`config.mk`:
```
export PLATFORM = sky130hd
export DESIGN_NAME = count_avg
export DESIGN_NICKNAME = d
export VERILOG_FILES = /design/src/rtl/count_avg_pkg.sv /design/src/rtl/count_capture.sv /design/src/rtl/count_avg.sv
export SDC_FILE = /design/constraint.sdc
export NUM_CORES = 1
export LEC_CHECK = 0
export BUFFER_PORTS_ARGS = -buffer_cell sky130_fd_sc_hd__clkbuf_2
export CAP_MARGIN = 10
export CELL_PAD_IN_SITES_DETAIL_PLACEMENT = 0
export CELL_PAD_IN_SITES_GLOBAL_PLACEMENT = 1
export CORE_ASPECT_RATIO = 1.75
export CORE_MARGIN = 3
export CORE_UTILIZATION = 48
export CTS_CLUSTER_SIZE = 8
export DETAILED_ROUTE_END_ITERATION = 10
export PLACE_DENSITY_LB_ADDON = 0.1
export SLEW_MARGIN = 20
export SYNTH_ARGS = -nofsm -noshare
export SYNTH_HDL_FRONTEND = slang
export SYNTH_SLANG_ARGS = --single-unit
export TNS_END_PERCENT = 100
```
`constraint.sdc`:
```
create_clock -name clk -period 6.33 [get_ports clk]
set_clock_uncertainty 0.15 [all_clocks]
set_input_delay 1.899 -clock clk [delete_from_list [all_inputs] [get_ports clk]]
set_output_delay 1.899 -clock clk [all_outputs]
set_load 0.05 [all_outputs]
```
`src/rtl/count_avg_pkg.sv`:
```
// count_avg_pkg
// Shared definitions for the period-count averager:
//   - state_t: window FSM states (IDLE, PRIME, ACC)
//   - DEF_* : default width, window size and accepted count range
//   - rounded_mean(): rounded, saturated mean of a 2^log2n sample sum
package count_avg_pkg;

  typedef enum logic [1:0] {
    IDLE  = 2'd0,
    PRIME = 2'd1,
    ACC   = 2'd2
  } state_t;

  localparam int DEF_W       = 9;
  localparam int DEF_LOG2N   = 3;
  localparam int DEF_CNT_MIN = 4;
  localparam int DEF_CNT_MAX = 500;

  // Adds half an LSB of the divided result before shifting, so the mean
  // rounds to nearest, then clamps to the largest value w bits can hold.
  function automatic logic [31:0] rounded_mean(input logic [31:0] sum,
                                               input int          log2n,
                                               input int          w);
    logic [31:0] r;
    logic [31:0] max_v;
    max_v = (32'd1 << w) - 32'd1;
    r     = (sum + (32'd1 << (log2n - 1))) >> log2n;
    if (r > max_v) begin
      r = max_v;
    end
    return r;
  endfunction

endpackage

```
`src/rtl/count_capture.sv`:
```
// count_capture
// Edge detector on the period counter's reset strobe. A strobe is seen as
// one capture per high run of sample_in, regardless of how long it stays
// high; the count presented alongside the strobe is the one to use.
// Ports:
//   clk, reset_n   clock and asynchronous active-low reset
//   clear          synchronous clear of the detector (window FSM idle)
//   sample_in      period-counter reset strobe
//   count          period-counter count
//   cap_stb        one-cycle capture strobe (s1 & ~s2)
//   cap_val        count to capture on the edge where cap_stb is high
module count_capture
  import count_avg_pkg::*;
#(
  parameter int W = DEF_W
) (
  input  logic         clk,
  input  logic         reset_n,
  input  logic         clear,
  input  logic         sample_in,
  input  logic [W-1:0] count,
  output logic         cap_stb,
  output logic [W-1:0] cap_val
);

  logic s1;
  logic s2;

  // Two-stage delay of the strobe; s1 & ~s2 marks the first registered
  // high cycle of each run.
  always_ff @(posedge clk or negedge reset_n) begin
    if (!reset_n) begin
      s1 <= 1'b0;
      s2 <= 1'b0;
    end else if (clear) begin
      s1 <= 1'b0;
      s2 <= 1'b0;
    end else begin
      s1 <= sample_in;
      s2 <= s1;
    end
  end

  // The window FSM registers cap_val on the capture edge itself, so the
  // count is handed over directly rather than through another flop.
  assign cap_stb = s1 & ~s2;
  assign cap_val = count;

endmodule

```
`src/rtl/count_avg.sv`:
```
// count_avg
// Averages windows of 2^LOG2N valid oscillator periods and offers the
// rounded mean over a valid/ready handshake. The first capture after
// enabling is a partial period and is dropped; captures outside
// CNT_MIN..CNT_MAX are rejected with a one-cycle pulse.
// Optional feature macro: COUNT_AVG_MINMAX_EN adds win_min / win_max.
// Ports:
//   clk, reset_n   clock and asynchronous active-low reset
//   en             enable; low returns to IDLE and drops the window
//   sample_in      period-counter reset strobe
//   count          period-counter count
//   avg            rounded window mean
//   avg_valid      avg holds an unconsumed result
//   avg_ready      consumer accepts avg when high with avg_valid
//   reject         one-cycle pulse per discarded out-of-range capture
//   overrun        sticky: a result was replaced before it was accepted
//   win_min        (macro only) smallest accepted count of the window
//   win_max        (macro only) largest accepted count of the window
module count_avg
  import count_avg_pkg::*;
#(
  parameter int W       = DEF_W,
  parameter int LOG2N   = DEF_LOG2N,
  parameter int CNT_MIN = DEF_CNT_MIN,
  parameter int CNT_MAX = DEF_CNT_MAX
) (
  input  logic         clk,
  input  logic         reset_n,
  input  logic         en,
  input  logic         sample_in,
  input  logic [W-1:0] count,
  output logic [W-1:0] avg,
  output logic         avg_valid,
  input  logic         avg_ready,
  output logic         reject,
  output logic         overrun
`ifdef COUNT_AVG_MINMAX_EN
  ,
  output logic [W-1:0] win_min,
  output logic [W-1:0] win_max
`endif
);

  localparam int             ACC_W  = W + LOG2N;
  localparam logic [LOG2N:0] N_FULL = {1'b1, {LOG2N{1'b0}}};
  localparam logic [W-1:0]   MIN_V  = W'(CNT_MIN);
  localparam logic [W-1:0]   MAX_V  = W'(CNT_MAX);

  state_t           state;
  state_t           next_state;
  logic             clear;
  logic             cap_stb;
  logic [W-1:0]     cap_val;
  logic             in_range;
  logic             accept;
  logic             window_done;
  logic [ACC_W-1:0] acc;
  logic [ACC_W-1:0] acc_next;
  logic [LOG2N:0]   n;
  logic [LOG2N:0]   n_next;
  logic [W-1:0]     avg_next;

  // IDLE (or en low) holds the capture detector and window in reset, so a
  // strobe already in flight cannot leak into the next enabled period.
  assign clear = !en || (state == IDLE);

  count_capture #(
    .W (W)
  ) u_capture (
    .clk       (clk),
    .reset_n   (reset_n),
    .clear     (clear),
    .sample_in (sample_in),
    .count     (count),
    .cap_stb   (cap_stb),
    .cap_val   (cap_val)
  );

  assign in_range    = (cap_val >= MIN_V) && (cap_val <= MAX_V);
  assign accept      = (state == ACC) && cap_stb && in_range;
  assign window_done = (n == N_FULL);
  assign avg_next    = W'(rounded_mean(32'(acc), LOG2N, W));

  // State register.
  always_ff @(posedge clk or negedge reset_n) begin
    if (!reset_n) begin
      state <= IDLE;
    end else begin
      state <= next_state;
    end
  end

  // PRIME waits for one capture to throw away; ACC then runs windows
  // back-to-back until en drops.
  always_comb begin
    next_state = state;
    if (!en) begin
      next_state = IDLE;
    end else begin
      case (state)
        IDLE:    next_state = PRIME;
        PRIME:   if (cap_stb) next_state = ACC;
        ACC:     next_state = ACC;
        default: next_state = IDLE;
      endcase
    end
  end

  // A completed window restarts from zero; an accepted capture landing on
  // the same edge becomes the first sample of the new window.
  always_comb begin
    acc_next = window_done ? '0 : acc;
    n_next   = window_done ? '0 : n;
    if (accept) begin
      acc_next = acc_next + ACC_W'(cap_val);
      n_next   = n_next + (LOG2N + 1)'(1);
    end
  end

  // Accumulator, result register and handshake. Loading a new result
  // takes priority over the consumer's accept, so avg_valid stays high
  // when both happen together.
  always_ff @(posedge clk or negedge reset_n) begin
    if (!reset_n) begin
      acc       <= '0;
      n         <= '0;
      avg       <= '0;
      avg_valid <= 1'b0;
      reject    <= 1'b0;
      overrun   <= 1'b0;
    end else if (clear) begin
      acc       <= '0;
      n         <= '0;
      avg_valid <= 1'b0;
      reject    <= 1'b0;
      overrun   <= 1'b0;
    end else begin
      acc    <= acc_next;
      n      <= n_next;
      reject <= (state == ACC) && cap_stb && !in_range;
      if (window_done) begin
        avg       <= avg_next;
        avg_valid <= 1'b1;
        if (avg_valid && !avg_ready) begin
          overrun <= 1'b1;
        end
      end else if (avg_valid && avg_ready) begin
        avg_valid <= 1'b0;
      end
    end
  end

`ifdef COUNT_AVG_MINMAX_EN
  logic [W-1:0] run_min;
  logic [W-1:0] run_max;
  logic [W-1:0] run_min_next;
  logic [W-1:0] run_max_next;

  // Running extremes restart at the opposite limits with each window so
  // the first accepted count always replaces them.
  always_comb begin
    run_min_next = window_done ? '1 : run_min;
    run_max_next = window_done ? '0 : run_max;
    if (accept) begin
      if (cap_val < run_min_next) run_min_next = cap_val;
      if (cap_val > run_max_next) run_max_next = cap_val;
    end
  end

  // Published extremes load on the same edge as avg.
  always_ff @(posedge clk or negedge reset_n) begin
    if (!reset_n) begin
      run_min <= '1;
      run_max <= '0;
      win_min <= '0;
      win_max <= '0;
    end else if (clear) begin
      run_min <= '1;
      run_max <= '0;
    end else begin
      run_min <= run_min_next;
      run_max <= run_max_next;
      if (window_done) begin
        win_min <= run_min;
        win_max <= run_max;
      end
    end
  end
`endif

endmodule
```
==> metrics.md <==
| Metric | Value |
|---|---|
| Layout Nets | `335` |
| Register-to-Register Setup Slack | `2.69 ns` |
| Post-route cell area | `2670 um2` |
| Share of total power consumed by net switching | `30.8%` |
| Total cell area at the placement stage | `between 2000 and 3000 um2` |
| Arr. time, crit path | `4.25 ns` |
| Number of buffers created by CTS | `5` |
| Clk Tree Root Cell | `clkbuf_8` |
| Initial detailed-routing violation count | `95` |
| Global-route wire length before repair | `roughly 9500 um` |
| Critical Path, Cell by Cell | `clkbuf_2 > ha_1 > inv_1 > fa_1 > inv_2 > maj3_2 > a311o_1 > o221a_4 > mux2i_1 > or4_1` |
| Inserted Diodes | `0` |
| Number of levels in the clock H-tree | `2` |
| Reg2reg start | `n[0]$_DFF_PN0_` |
| Endpoint, Worst Hold | `avg[8]$_DFFE_PN0P_` |
| Clock insertion delay at the later pin of the skew report | `0.30 ns` |
| Post-cts gate resize count | `0` |
| Number of violations of the max-capacitance limit | `0` |
| Worst stage delay on the critical path | `0.51 ns` |
| Maximum fanout count along the critical path | `5` |
| Reg-to-Reg End | `acc[6]$_DFF_PN0_` |
| Worst path buffer plus inverter count | `3` |
| Number of global-route vias before repair | `2007` |
| Outcome | `finished, final reports clean` |
| Count of final max-slew check failures | `0` |
| Post-route DRC | `0` |
| Number of cells traversed by the worst hold path | `2` |
| Logic pwr share | `19.9%` |
| Number of I/O pins | `26` |
| Cts-stage hold buffer count | `0` |
| Largest net degree at the start of global routing | `33` |
| Leftover overflow at the end of global routing | `0` |
| Die width | `60.0 um` |
| Required time of the critical path | `6.35 ns` |
| Number of library cell types mapped by synthesis | `59` |
| Top post-synthesis cells by area | `dfrtp_1 (33%), ha_1 (5.6%), a21oi_1 (5.5%)` |
| Core ar. | `4790 um2` |
| Initial cell density of the core | `51.1%` |
| Maximum number of buffers from clock root to sink | `2` |
| Die span in y | `between 100 and 150 um` |
| Least-Margin Pin Slew | `0.855 ns` |
| Detailed-routing iteration count for the pre-antenna-repair pass | `4` |
| Max stage delay cell, worst path | `or4_1` |
| Total Die Area | `6030 um2` |
| Share of post-route cells with drive strength above 1 | `roughly 14%` |
| Fin crit share | `66.8%` |
| Worst setup path startpoint | `count[0]` |
| Reg clk slew, reported paths | `0.07 ns` |
| Clock Sink Count | `32` |
| Net switching power of the design | `162 uW` |
| Antenna violations before repair | `0` |
| Maximum vdd drop | `0.000171 V` |
| Yosys top cell area share | `32.7%` |
| Cell count after synthesis | `296` |
| Mean cell area of the mapped netlist | `around 8.3 um2` |
| Class of the most critical setup path | `in2reg` |
| Count of port buffers added during placement | `25` |
| Count of buffers added by post-CTS timing repair for setup | `0` |
| Worst hold path type | `reg2reg` |
| Fraction of power consumed by sequential logic | `between 40% and 50%` |
| Kind of cell adding the most delay to the critical path | `adder cells` |
| Worst setup margin | `around 2.1 ns` |
| Setup slack after placement | `1.80 ns` |
| Detailed-placement wirelength estimate | `4160 um` |
| Commonest cells in the netlist | `dfrtp_1 (32), nor2_1 (32), a21oi_1 (27)` |
| Yosys top cell by area | `dfrtp_1` |
| Commonest register cell after synthesis | `dfrtp_1` |
| CP startpoint kind | `input pin` |
| Routability Congestion | `0.816` |
| Total via count in the routed design | `2152` |
| Clock network fraction of total power | `38.5%` |
| Total of endpoints with negative setup slack in the final report | `0` |
| Synth Net Count | `between 300 and 400` |
| Shortest period the worst path allows | `around 4.2 ns` |
| Total chip power | `527 uW` |
| Cell-internal power | `364 uW` |
| Total number of yosys warnings | `0` |
| R2R depth | `13` |
| Antenna-violating nets left | `0` |
| Sum of negative setup slack | `0 ns` |
| GRT Util Overall | `~21%` |
| Number of enable flip-flop cells after synthesis | `0` |
| Worst hold path startpoint | `avg[8]$_DFFE_PN0P_` |
| Via density | `5.94` |
| Routed wirelength normalized by instance count | `15.8 um` |
| Normalized max-slew margin | `43.0%` |
| Achievable clock frequency | `0.237 GHz` |
| Leakage | `0.00115 uW` |
| Nature of the critical path endpoint | `flip-flop` |
| FFs w/ async S/R, synth | `100%` |
| Number of flip-flops and latches in the synthesized netlist | `32` |
| Setup repair after global routing missed its margin | `false` |
| Final hold viol count | `0` |
| Post-synthesis sequential area ratio | `32.7%` |
| Final routed wirelength across all metal layers | `around 5700 um` |
| Areal power density over the cells | `about 200 nW/um2` |
| Core Rows | `33` |
| CTS tree | `built` |
| Area growth from synthesis to layout | `8.99%` |
| Cell area after technology mapping | `~2400 um2` |
-- flip-flops by register name, indices dropped and copies added, names as in the netlist --
register,cells
overrun,1
avg_valid,1
reject,1
avg,9
u_capture.s1,1
u_capture.s2,1
state,2
n,4
acc,12
-- worst register-to-register path: cells and delay by family, from the launching register on --
| family | cells | cell delay, ns |
|---|---|---|
| adders and majority gates | 4 | 0.93 |
| AOI/OAI and AO/OA | 2 | 0.74 |
| muxes | 1 | 0.12 |
| buffers and inverters | 3 | 0.20 |
| DFF | 1 | 0.40 |
| and+or+nand+nor | 3 | 0.99 |
-- cell families after synthesis --
logic type | count (synthesis) | synth area share, %
buffers and inverters | 38 | 6.69
AO/OA/AOI/OAI | 77 | 22.0
adder cells (fa/ha/maj) | 14 | 7.30
XOR/XNOR | 17 | 6.08
AND/OR/NAND/NOR | 112 | 22.8
multiplexers | 6 | 2.45
flip-flops | 32 | 32.7
-- cell type report --
class                      instances  area (um2)
fill                             472        2120
multi-input combinational        226        1490
sequential                        32         801
timing repair buffer              28         148
clock buffer                       5        68.8
tap                               52        65.1
inverter                          16        60.1
clock inverter                     3        42.5
-- placed cells by master (no fill, tap or decap), drive strengths merged, types with 2 or more instances in the layout --
| cell | instances |
|---|---|
| a2111oi | 3 |
| a211oi | 2 |
| a21oi | 27 |
| a311o | 2 |
| a31oi | 3 |
| a41oi | 3 |
| and2 | 7 |
| and3 | 5 |
| buf | 3 |
| clkbuf | 30 |
| dfrtp | 32 |
| ha | 11 |
| inv | 16 |
| maj3 | 2 |
| mux2i | 6 |
| nand2 | 25 |
| nand2b | 2 |
| nand3 | 10 |
| nand3b | 2 |
| nand4 | 5 |
| nor2 | 32 |
| nor2b | 5 |
| nor3 | 7 |
| nor4 | 3 |
| nor4bb | 2 |
| o2111ai | 2 |
| o211ai | 5 |
| o21a | 6 |
| o21ai | 7 |
| o22ai | 3 |
| o31ai | 3 |
| or4 | 2 |
| xnor2 | 9 |
| xor2 | 8 |
-- metal layers --
metal,GRT usage [%],wire [um],vias to the layer above
li1,-,-,1076
met1,25.7,2470,1039
met2,34.7,2960,29
met3,2.69,160,8
met4,9.22,120,0
met5,0,0,-
-- how the worst max path moves through the flow --
stage                        to  slack (ns)  depth (start not counted)
2_1_floorplan  acc[6]$_DFF_PN0_        2.03                          9
3_3_place_gp   acc[6]$_DFF_PN0_        1.84                         10
3_5_place_dp   acc[6]$_DFF_PN0_        1.80                         10
4_1_cts        acc[6]$_DFF_PN0_        2.11                         10
5_1_grt        acc[6]$_DFF_PN0_        2.03                         10
6_report       acc[6]$_DFF_PN0_        2.10                         10
-- metrics by stage --
stage          cells  hold slack (ns)  util (%)
2_1_floorplan    296            0.333         -
3_3_place_gp     354            0.312      53.4
3_5_place_dp     354            0.322      53.4
4_1_cts          362            0.338      55.7
5_1_grt          362            0.353      55.7
6_report         362            0.330      55.7
-- power groups by stage --
stage / Clock [uW] / Sequential [uW] / Combinational [uW]
floorplan: 0 / 229 / 66.7
global placement: 0 / 222 / 105
detailed placement: 0 / 223 / 107
CTS: 206 / 219 / 107
global route: 216 / 220 / 122
finish: 203 / 219 / 105
Note: power is estimated with default switching activity, not from simulation.
